File: config.mk
export PLATFORM = sky130hd
export DESIGN_NAME = mem_access_ctrl_flat
export DESIGN_NICKNAME = d
export VERILOG_FILES = /design/src/rtl/mem_access_ctrl_if.sv /design/src/rtl/mem_access_ctrl.sv /design/src/flat_wrapper.sv
export SDC_FILE = /design/constraint.sdc
export NUM_CORES = 1
export LEC_CHECK = 0
export ABC_AREA = 1
export CAP_MARGIN = 5
export CELL_PAD_IN_SITES_DETAIL_PLACEMENT = 1
export CELL_PAD_IN_SITES_GLOBAL_PLACEMENT = 2
export CORE_MARGIN = 10
export CORE_UTILIZATION = 27
export CTS_CLUSTER_DIAMETER = 40
export DETAILED_ROUTE_END_ITERATION = 8
export PLACE_DENSITY_LB_ADDON = 0.05
export SLEW_MARGIN = 20
export SYNTH_ARGS = -nofsm -noshare
export SYNTH_HDL_FRONTEND = slang
export SYNTH_SLANG_ARGS = --single-unit
File: constraint.sdc
create_clock -name clk -period 2.65 [get_ports clk]
set_input_delay 0.6625 -clock clk [delete_from_list [all_inputs] [get_ports clk]]
set_output_delay 0.6625 -clock clk [all_outputs]
set_load 0.02 [all_outputs]
File: src/rtl/mem_access_ctrl_if.sv
// Data-bus interface between the memory access controller and the memory
// system. The controller holds the master side; the memory (or a testbench
// model of it) holds the slave side.
interface mem_access_ctrl_if;
    logic        dbus_req_o;
    logic        dbus_we_o;
    logic [31:0] dbus_addr_o;
    logic [3:0]  dbus_be_o;
    logic [31:0] dbus_wdata_o;
    logic        dbus_gnt_i;
    logic        dbus_rvalid_i;
    logic [31:0] dbus_rdata_i;

    modport master (
        output dbus_req_o,
        output dbus_we_o,
        output dbus_addr_o,
        output dbus_be_o,
        output dbus_wdata_o,
        input  dbus_gnt_i,
        input  dbus_rvalid_i,
        input  dbus_rdata_i
    );

    modport slave (
        input  dbus_req_o,
        input  dbus_we_o,
        input  dbus_addr_o,
        input  dbus_be_o,
        input  dbus_wdata_o,
        output dbus_gnt_i,
        output dbus_rvalid_i,
        output dbus_rdata_i
    );
endinterface

File: src/rtl/mem_access_ctrl.sv
// Memory access controller for the MEM stage. It takes a load or store
// from EX/MEM, runs it on the data bus with a req/gnt then rvalid
// handshake, and returns the extended load result. Misaligned or illegal
// accesses are flagged and never reach the bus. A flush either cancels
// the request before it is granted or discards the outstanding response.
module mem_access_ctrl (
    input  logic        clk,
    input  logic        rst_n,
    input  logic        exmem_mtype_i,
    input  logic        exmem_mem_rw_i,
    input  logic [1:0]  exmem_mem_width_i,
    input  logic [31:0] exmem_mem_addr_i,
    input  logic        exmem_mem_rdtype_i,
    input  logic [31:0] exmem_reg_wdata_i,
    input  logic        exmem_ins_flag,
    input  logic        fc_flush_mem_i,
    mem_access_ctrl_if.master dbus,
    output logic [31:0] mem_rdata_o,
    output logic        mem_done_o,
    output logic        mem_stall_req_o,
    output logic        mem_misalign_o
);

    typedef enum logic [1:0] {
        IDLE = 2'b00,
        REQ  = 2'b01,
        WAIT = 2'b10,
        DONE = 2'b11
    } state_t;

    state_t      state;
    state_t      state_next;
    logic        discard_q;
    logic        discard_next;

    logic [31:0] addr_q;
    logic [1:0]  width_q;
    logic        rw_q;
    logic        rdtype_q;
    logic [31:0] wdata_q;
    logic [31:0] rdata_q;

    logic        misalign;
    logic        start;
    logic        req;
    logic        load_update;
    logic [7:0]  byte_lane;
    logic [15:0] half_lane;
    logic [31:0] load_ext;
    logic [3:0]  be;
    logic [31:0] wdata_lanes;

    // Alignment check and start decode on the live EX/MEM inputs
    always_comb begin
        misalign = exmem_mtype_i & exmem_ins_flag &
                   ((exmem_mem_width_i == 2'b11) |
                    ((exmem_mem_width_i == 2'b01) & exmem_mem_addr_i[0]) |
                    ((exmem_mem_width_i == 2'b10) & (exmem_mem_addr_i[1:0] != 2'b00)));
        start    = exmem_mtype_i & exmem_ins_flag & ~misalign & ~fc_flush_mem_i;
    end

    // Next-state and discard-flag logic; a flush in the grant cycle counts as after grant
    always_comb begin
        state_next   = state;
        discard_next = discard_q;
        case (state)
            IDLE: begin
                discard_next = 1'b0;
                if (start) begin
                    state_next = REQ;
                end
            end
            REQ: begin
                if (dbus.dbus_gnt_i) begin
                    if (rw_q) begin
                        state_next = fc_flush_mem_i ? IDLE : DONE;
                    end else begin
                        state_next   = WAIT;
                        discard_next = fc_flush_mem_i;
                    end
                end else if (fc_flush_mem_i) begin
                    state_next = IDLE;
                end
            end
            WAIT: begin
                if (dbus.dbus_rvalid_i) begin
                    state_next   = (discard_q | fc_flush_mem_i) ? IDLE : DONE;
                    discard_next = 1'b0;
                end else if (fc_flush_mem_i) begin
                    discard_next = 1'b1;
                end
            end
            DONE: begin
                state_next = IDLE;
            end
            default: begin
                state_next   = IDLE;
                discard_next = 1'b0;
            end
        endcase
    end

    // State and discard flag registers
    always_ff @(posedge clk or negedge rst_n) begin
        if (!rst_n) begin
            state     <= IDLE;
            discard_q <= 1'b0;
        end else begin
            state     <= state_next;
            discard_q <= discard_next;
        end
    end

    // Capture the access attributes when a new access starts
    always_ff @(posedge clk or negedge rst_n) begin
        if (!rst_n) begin
            addr_q   <= 32'h0;
            width_q  <= 2'b00;
            rw_q     <= 1'b0;
            rdtype_q <= 1'b0;
            wdata_q  <= 32'h0;
        end else if ((state == IDLE) && start) begin
            addr_q   <= exmem_mem_addr_i;
            width_q  <= exmem_mem_width_i;
            rw_q     <= exmem_mem_rw_i;
            rdtype_q <= exmem_mem_rdtype_i;
            wdata_q  <= exmem_reg_wdata_i;
        end
    end

    // Lane selection and sign/zero extension of returned load data
    always_comb begin
        byte_lane = dbus.dbus_rdata_i[{addr_q[1:0], 3'b000} +: 8];
        half_lane = dbus.dbus_rdata_i[{addr_q[1], 4'b0000} +: 16];
        case (width_q)
            2'b00:   load_ext = rdtype_q ? {24'h0, byte_lane} : {{24{byte_lane[7]}}, byte_lane};
            2'b01:   load_ext = rdtype_q ? {16'h0, half_lane} : {{16{half_lane[15]}}, half_lane};
            default: load_ext = dbus.dbus_rdata_i;
        endcase
        load_update = (state == WAIT) & dbus.dbus_rvalid_i & ~discard_q & ~fc_flush_mem_i;
    end

    // Load result register, only written by a completed, non-discarded load
    always_ff @(posedge clk or negedge rst_n) begin
        if (!rst_n) begin
            rdata_q <= 32'h0;
        end else if (load_update) begin
            rdata_q <= load_ext;
        end
    end

    // Byte enables and replicated store data from the captured width and offset
    always_comb begin
        case (width_q)
            2'b00: begin
                be          = 4'b0001 << addr_q[1:0];
                wdata_lanes = {4{wdata_q[7:0]}};
            end
            2'b01: begin
                be          = 4'b0011 << addr_q[1:0];
                wdata_lanes = {2{wdata_q[15:0]}};
            end
            2'b10: begin
                be          = 4'b1111;
                wdata_lanes = wdata_q;
            end
            default: begin
                be          = 4'b0000;
                wdata_lanes = 32'h0;
            end
        endcase
    end

    // Bus drive: request only in REQ, dropped at once by a flush that beats the grant
    always_comb begin
        req               = (state == REQ) & ~(fc_flush_mem_i & ~dbus.dbus_gnt_i);
        dbus.dbus_req_o   = req;
        dbus.dbus_we_o    = req & rw_q;
        dbus.dbus_addr_o  = req ? {addr_q[31:2], 2'b00} : 32'h0;
        dbus.dbus_be_o    = req ? be : 4'b0000;
        dbus.dbus_wdata_o = (req & rw_q) ? wdata_lanes : 32'h0;
    end

    // Status outputs; the combinational IDLE terms are held low during reset
    always_comb begin
        mem_rdata_o     = rdata_q;
        mem_done_o      = (state == DONE);
        mem_stall_req_o = (rst_n & (state == IDLE) & start) | (state == REQ) | (state == WAIT);
        mem_misalign_o  = rst_n & (state == IDLE) & misalign;
    end

endmodule

File: src/flat_wrapper.sv
// flat-port wrapper written by rule: the top's interface ports become plain ports
module mem_access_ctrl_flat 
  (clk, rst_n, exmem_mtype_i, exmem_mem_rw_i, exmem_mem_width_i, exmem_mem_addr_i, exmem_mem_rdtype_i, exmem_reg_wdata_i, exmem_ins_flag, fc_flush_mem_i, mem_rdata_o, mem_done_o, mem_stall_req_o, mem_misalign_o, dbus_dbus_req_o, dbus_dbus_we_o, dbus_dbus_addr_o, dbus_dbus_be_o, dbus_dbus_wdata_o, dbus_dbus_gnt_i, dbus_dbus_rvalid_i, dbus_dbus_rdata_i);
  mem_access_ctrl_if dbus_i ();
  input  logic clk;
  input  logic rst_n;
  input  logic exmem_mtype_i;
  input  logic exmem_mem_rw_i;
  input  logic [1:0] exmem_mem_width_i;
  input  logic [31:0] exmem_mem_addr_i;
  input  logic exmem_mem_rdtype_i;
  input  logic [31:0] exmem_reg_wdata_i;
  input  logic exmem_ins_flag;
  input  logic fc_flush_mem_i;
  output logic [31:0] mem_rdata_o;
  output logic mem_done_o;
  output logic mem_stall_req_o;
  output logic mem_misalign_o;
  output wire logic [$bits(dbus_i.dbus_req_o)-1:0] dbus_dbus_req_o;
  output wire logic [$bits(dbus_i.dbus_we_o)-1:0] dbus_dbus_we_o;
  output wire logic [$bits(dbus_i.dbus_addr_o)-1:0] dbus_dbus_addr_o;
  output wire logic [$bits(dbus_i.dbus_be_o)-1:0] dbus_dbus_be_o;
  output wire logic [$bits(dbus_i.dbus_wdata_o)-1:0] dbus_dbus_wdata_o;
  input wire logic [$bits(dbus_i.dbus_gnt_i)-1:0] dbus_dbus_gnt_i;
  input wire logic [$bits(dbus_i.dbus_rvalid_i)-1:0] dbus_dbus_rvalid_i;
  input wire logic [$bits(dbus_i.dbus_rdata_i)-1:0] dbus_dbus_rdata_i;
  assign dbus_dbus_req_o = dbus_i.dbus_req_o;
  assign dbus_dbus_we_o = dbus_i.dbus_we_o;
  assign dbus_dbus_addr_o = dbus_i.dbus_addr_o;
  assign dbus_dbus_be_o = dbus_i.dbus_be_o;
  assign dbus_dbus_wdata_o = dbus_i.dbus_wdata_o;
  assign dbus_i.dbus_gnt_i = dbus_dbus_gnt_i;
  assign dbus_i.dbus_rvalid_i = dbus_dbus_rvalid_i;
  assign dbus_i.dbus_rdata_i = dbus_dbus_rdata_i;
  mem_access_ctrl u_core (.clk(clk), .rst_n(rst_n), .exmem_mtype_i(exmem_mtype_i), .exmem_mem_rw_i(exmem_mem_rw_i), .exmem_mem_width_i(exmem_mem_width_i), .exmem_mem_addr_i(exmem_mem_addr_i), .exmem_mem_rdtype_i(exmem_mem_rdtype_i), .exmem_reg_wdata_i(exmem_reg_wdata_i), .exmem_ins_flag(exmem_ins_flag), .fc_flush_mem_i(fc_flush_mem_i), .dbus(dbus_i), .mem_rdata_o(mem_rdata_o), .mem_done_o(mem_done_o), .mem_stall_req_o(mem_stall_req_o), .mem_misalign_o(mem_misalign_o));
endmodule
==> flow_summary.yaml, run 1 <==
routing:
  ant_nets: 0
  wl_met2_um: 11880
  wl_per_cell_um: 17.90
  wl_met3_um: 1606
  dr.pass1.iters: 6
  avgViaCountPerCell: 4.540
  initialDrtViolationCount: 222
  top_layer_used: "met5"
  vias: 5997
  wl_met1_um: 9970
  drc: 0
  drt-total-wl_um: 23650
worst_setup_path:
  critPathKind: "register to output port"
  r2r_end: "u_core.state[1]$_DFFE_PN0P_"
  cp-start-kind: "register"
  crit_family: "buffers and inverters"
  critPathMaxFanout: 4
  crit_arrival_ns: 1.93
  critPathBufInv: 8
  path_cells: "inv_2 > ha_4 > inv_4 > o21ai_4 > inv_4 > nor2_8 > buf_6 > buf_6 > buf_6 > nand2_4 > inv_2 > buf_6"
  cp-end-kind: "output port"
  worst_path_most_repeated_cell: "buf_6"
  critPathLaunch: "u_core.state[1]$_DFFE_PN0P_"
  critPathSlowestCell: "dfrtp_1"
  crit_cells: 12
  reg2regPathDepth: 18
  cp.required_ns: 1.99
  timing.rr.start: "u_core.state[1]$_DFFE_PN0P_"
  slowest_delay_ns: 0.40
  r2r_slack_ns: 0.12
synth:
  synth_top_flop_cell: "dfrtp_1"
  synth_area_leaders: "dfrtp_1 (43%), nand2_1 (11%), a21oi_2 (7.3%)"
  ys_seq_area_share_pct: 42.98
  synth_edf_count: 0
  netlist_instances: 798
  ys_ff_latch: 103
  synth.top_cell.area_share_pct: 42.98
  synth_commonest_cells: "nand2_1 (180), nor2_1 (114), inv_1 (108)"
  async_flop_share_pct: 100.0
  synth_cell_types: 32
  syn_area_sq_mm: 0.005997
  synth.avg_cell_area_sq_um: 7.515
  synth.most_common_cell: "nand2_1"
  synth_top_area_cell: "dfrtp_1"
  yosys_warnings: 0
sta:
  rsz0062_at_grt: "true"
  fin_skew_ns: 0.008443
  setup_slack_ns: 0.05766
  finalHoldViolations: 0
  fmax_ghz: 0.3858
  fin_crit_ns: 2.592
  fin_crit_sh_pct: 97.82
  relSlewSlack_pct: 51.63
  worstMarginPinSlew_ns: 0.7256
  finalSetupViolCount: 0
  hold_ws_ns: 0.4888
  slew_viol_final: 0
global_route:
  grt-ovfl-total: 0
  grt_util_all_layers_pct: 16.28
  grt_antenna_before_repair: 3
  grt_pass1_wl_um: 37110
  grt_pass1_vias: 6661
  grt_max_degree: 54
cts:
  clk_root_buffer_cell: "clkbuf_16"
  clkLatencyLatePin_ns: 0.35
  cts-buffers-inserted: 9
  path_clk_slew_ns: 0.07
  htree_levels: 3
  clock_sinks: 103
  cts_tree: "done"
  cts_hold_buf: 0
  cts_buffer_depth: 2
worst_hold_path:
  min_from: "u_core.wdata_q[16]$_DFFE_PN0P_"
  hold_path.class: "register to register"
  whs_path_depth: 2
  hold_path_end: "u_core.wdata_q[16]$_DFFE_PN0P_"
finish:
  synthToLayoutAreaGrowth_pct: 46.76
  num-nets-final: 1146
  finalNonFillerCells: 1321
  fill_cells: 2673
  layout-drive-gt1-share_pct: 24.25
die:
  core_area_sq_mm: 0.02182
  die_area_sq_mm: 0.02857
  rows: 54
  ioPinCount: 212
  die_w_um: 169.0
  die_y_um: 169.0
  initial_utilization_pct: 27.48
power:
  peakVddDrop_mv: 0.4259
  total_leakage_power_nw: 4.525
  p_per_area_mw_per_mm2: 1223
outcome:
  status: "completed"
placed_design:
  port_buffers: 209
  routabilityCongestion: 0.8819
  hpwl_um: 18280
  dp_cells: 1284
  place_worst_setup_slack_ns: -0.6423
job:
  drv_cap: 0
[how the worst max path moves through the flow]
stage / slack, ns / endpoint
6_report: 0.06 / dbus_dbus_wdata_o[31]
5_1_grt: -0.03 / dbus_dbus_wdata_o[31]
4_1_cts: -0.06 / dbus_dbus_wdata_o[1]
3_5_place_dp: -0.64 / dbus_dbus_wdata_o[1]
3_3_place_gp: -0.58 / dbus_dbus_wdata_o[7]
2_1_floorplan: 0.21 / dbus_dbus_wdata_o[14]
[layer usage]
layer,vias to the layer above,track usage (%)
met2,141,28.54
met4,2,2.964
met1,2904,19.23
met5,-,0
li1,2936,-
met3,14,5.095
[registers in the layout, indices dropped and copies added, names as in the netlist]
register	count
u_core.wdata_q	32
u_core.rw_q	1
u_core.width_q	2
u_core.discard_q	1
u_core.addr_q	32
u_core.rdtype_q	1
u_core.state	2
u_core.mem_rdata_o	32
[cell families after synthesis]
family          share of synthesized area, %
compound gates                         17.44
buf+inv                                12.14
other cells                          0.06253
fa+ha+maj                              1.043
flops                                  42.98
simple gates                           26.33
[placed cells by master, fill, tap and decap left out, types with 7 or more instances in the layout]
master / n
a21oi_2: 51
o21ai_0: 45
nor2_2: 8
inv_1: 105
buf_4: 64
a21oi_1: 36
nor2_1: 107
clkbuf_16: 9
a21boi_1: 9
buf_2: 17
or2_1: 7
inv_2: 7
buf_6: 9
clkbuf_2: 31
nand2_1: 177
or2_2: 20
nand3_1: 36
dfrtp_1: 101
clkdlybuf4s50_1: 136
[worst min-delay path, cell delays in order (launching register included)]
cell	delay, ns
dfrtp_1	0.35
nand2_1	0.05
o21ai_0	0.06
[what timing repair did]
item	in CTS	in global routing
pin swaps	2	8
gates resized for setup	201	97
setup endpoints to repair	68	57
buffers inserted	17	3
[power breakdown]
group / switching [mW] / leakage, nW / total (mW) / internal (mW)
combinational: 3.98 / 3.16 / 6.64 / 2.66
clock: 0.649 / 0.132 / 1.30 / 0.654
sequential: 0.480 / 1.23 / 2.83 / 2.35
[cell type report]
type	instances	area (sq um)	area share [%]
Sequential cell	103	2580	29.31
Tap cell	280	350.3	3.981
Inverter	116	445.4	5.061
Timing Repair Buffer	268	2345	26.64
Clock inverter	6	52.55	0.5971
Clock buffer	10	229.0	2.602
Multi-Input combinational cell	536	2794	31.75
Antenna cell	2	5.005	0.05687
[per-stage QoR]
step	TNS (ns)	power [mW]	instance area [sq um]	utilization (%)
floorplan	0	6.581	6001	-
finish	0	10.77	8801	40.33
global placement	-29.77	9.452	8503	38.96
detailed placement	-33.00	9.604	8503	38.96
CTS	-0.1104	10.89	8835	40.48
global route	-0.1340	11.70	8796	40.31
No activity file was read; power rests on OpenSTA's default activity.
==> inputs of run 2 (changes only) <==
--- a/config.mk
+++ b/config.mk
@@ -6,7 +6,7 @@
 export NUM_CORES = 1
 export LEC_CHECK = 0
 export ABC_AREA = 1
-export CAP_MARGIN = 5
+export CAP_MARGIN = 10
 export CELL_PAD_IN_SITES_DETAIL_PLACEMENT = 1
 export CELL_PAD_IN_SITES_GLOBAL_PLACEMENT = 2
 export CORE_MARGIN = 10
==> results of run 2 <==
No change in the layout: final DEF, timing and power equal those of run 1.
==> inputs of run 3 (changes only) <==
--- a/config.mk
+++ b/config.mk
@@ -13,6 +13,7 @@
 export CORE_UTILIZATION = 27
 export CTS_CLUSTER_DIAMETER = 40
 export DETAILED_ROUTE_END_ITERATION = 8
+export HOLD_SLACK_MARGIN = 0.05
 export PLACE_DENSITY_LB_ADDON = 0.05
 export SLEW_MARGIN = 20
 export SYNTH_ARGS = -nofsm -noshare
==> constraint.sdc (replaced) <==
create_clock -name clk -period 2.65 [get_ports clk]
set_input_delay 0.53 -clock clk [delete_from_list [all_inputs] [get_ports clk]]
set_output_delay 0.53 -clock clk [all_outputs]
set_load 0.02 [all_outputs]
==> run 3 against run 2 <==
Compared with the run above: wire length is 0.71% lower; largest cell class unchanged; largest power group unchanged; worst setup slack gained 0.054 ns; critical path type unchanged; core utilization shrank 0.41 points; clock-buffer cell count down 1.
==> flow_summary.yaml, run 3 (same netlist as run 1, synthesis figures left out) <==
sta:
  fmax_ghz: 0.3940
  finalSetupViolCount: 0
  worstMarginPinSlew_ns: 0.7481
  finalHoldViolations: 0
  fin_crit_sh_pct: 95.79
  slew_viol_final: 0
  hold_ws_ns: 0.3559
  rsz0062_at_grt: "false"
  fin_crit_ns: 2.538
  relSlewSlack_pct: 50.13
  fin_skew_ns: 0.006820
  tns_ns: 0
global_route:
  grt-ovfl-total: 0
  grt_max_degree: 85
  grt_util_all_layers_pct: 16.29
  grt_pass1_wl_um: 37130
  grt_antenna_before_repair: 2
  grt_pass1_vias: 6541
finish:
  final_cell_mix: "nand2_1 (179), clkdlybuf4s50_1 (139), nor2_1 (113)"
  fill_cells: 2666
  synthToLayoutAreaGrowth_pct: 45.25
  layout-drive-gt1-share_pct: 17.36
  utilization_pct: 39.92
  num-nets-final: 1121
  layout_commonest_cell: "nand2_1"
  stdcell_area_sq_mm: 0.008711
cts:
  cts-buffers-inserted: 9
  path_clk_slew_ns: 0.08
  clk_root_buffer_cell: "clkbuf_16"
  post_cts_buffers: 0
  cts_buffer_depth: 2
  clock_sinks: 103
  clkLatencyLatePin_ns: 0.36
  cts_hold_buf: 0
  htree_levels: 3
  cts_tree: "done"
worst_setup_path:
  cp-start-kind: "register"
  critPathKind: "register to output port"
  critPathMaxFanout: 16
  cp-end-kind: "output port"
  cp.required_ns: 2.12
  crit_arrival_ns: 2.01
power:
  p_sw_share_pct: 47.30
  p_seq_share_pct: 26.8
  pwr-share-clk_pct: 13.5
  switching_power_mw: 4.991
  finalPower_mw: 10.55
  intPower_mw: 5.562
  total_leakage_power_nw: 4.414
  combPwrFrac_pct: 59.7
  p_per_area_mw_per_mm2: 1211
  peakVddDrop_mv: 0.4253
outcome:
  status: "completed"
routing:
  dr.pass1.iters: 4
  initialDrtViolationCount: 245
  ant_nets: 0
  wl_per_cell_um: 18.14
  avgViaCountPerCell: 4.596
  drt-total-wl_um: 23490
  drc: 0
  vias: 5952
die:
  die_w_um: 169.0
  core_area_sq_mm: 0.02182
  initial_utilization_pct: 27.48
  die_area_sq_mm: 0.02857
  ioPinCount: 212
  die_y_um: 169.0
  rows: 54
placed_design:
  hpwl_um: 18280
  routabilityCongestion: 0.8855
  port_buffers: 209
  placedInstanceArea_sq_mm: 0.008433
worst_hold_path:
  hold_path.class: "input port to async pin"
job:
  drv_cap: 0
==> run 3: cell types whose count changed in the layout (fill, tap and decap cells not counted), sizes merged, moves of 3 or more <==
cell / delta
clkdlybuf4s15: +22
buf: -52
clkdlybuf4s50: +3
clkbuf: -27
dlygate4sd2: +29
==> run 3: layer usage <==
| layer | track usage [%] | part of all wire, % |
|---|---|---|
| met5 | 0 | 0.055 |
| met2 | 27.96 | 49 |
| met3 | 5.280 | 6.6 |
| met1 | 19.32 | 43 |
| met4 | 3.752 | 1.3 |
==> run 3: critical path, cell delays in order (launching register included) <==
cell             delay, ns
dfrtp_1               0.39
inv_1                 0.11
ha_4                  0.17
inv_2                 0.05
o21ai_4               0.16
inv_4                 0.09
nor2_8                0.11
inv_4                 0.11
a21oi_1               0.13
clkdlybuf4s15_1       0.32
==> run 3: final timing paths <==
| kind | from | endpoint | slack, ns | depth (start not counted) |
|---|---|---|---|---|
| worst max-delay path | u_core.state[1]$_DFFE_PN0P_ | dbus_dbus_wdata_o[12] | 0.11 | 9 |
| worst min-delay path | rst_n | u_core.mem_rdata_o[4]$_DFFE_PN0P_ | 0.36 | 2 |
| worst max register to register | u_core.width_q[1]$_DFFE_PN0P_ | u_core.mem_rdata_o[27]$_DFFE_PN0P_ | 0.72 | 7 |
| worst min register to register | u_core.wdata_q[18]$_DFFE_PN0P_ | u_core.wdata_q[18]$_DFFE_PN0P_ | 0.49 | 2 |
| max in group asynchronous | rst_n | u_core.addr_q[12]$_DFFE_PN0P_ | 1.07 | 3 |
| min in group clk | u_core.wdata_q[18]$_DFFE_PN0P_ | u_core.wdata_q[18]$_DFFE_PN0P_ | 0.49 | 2 |
==> run 3: what timing repair did <==
item,4_1_cts,5_1_grt
pin swaps,1,0
endpoints found under the setup margin,68,66
hold endpoints to repair,0,0
gates resized for setup,134,20
==> run 3: metrics by stage <==
stage | setup slack, ns | instances
finish | 0.1116 | 1295
global route | 0.002135 | 1294
CTS | -0.008438 | 1294
detailed placement | -0.4137 | 1278
global placement | -0.3176 | 1278
floorplan | 0.3448 | 799
==> run 3: area by class of cell <==
class,instances,area [sq um],share of cell area (%)
multi-input cells,536,2738,31.43
flip-flops and latches,103,2577,29.59
repair buffers,243,2298,26.39
inverters,116,440.4,5.056
well taps,280,350.3,4.022
clock buffers,9,225.2,2.585
clock inverters,7,78.83,0.9049
diodes,1,2.502,0.02873
==> run 3: power groups by stage <==
| stage | clock network [mW] | logic [mW] | registers, mW |
|---|---|---|---|
| finish | 1.42 | 6.30 | 2.83 |
| floorplan | 0 | 3.62 | 2.96 |
| global placement | 0 | 6.56 | 2.82 |
| detailed placement | 0 | 6.68 | 2.86 |
| CTS | 1.48 | 6.44 | 2.83 |
| global route | 1.54 | 6.96 | 2.94 |
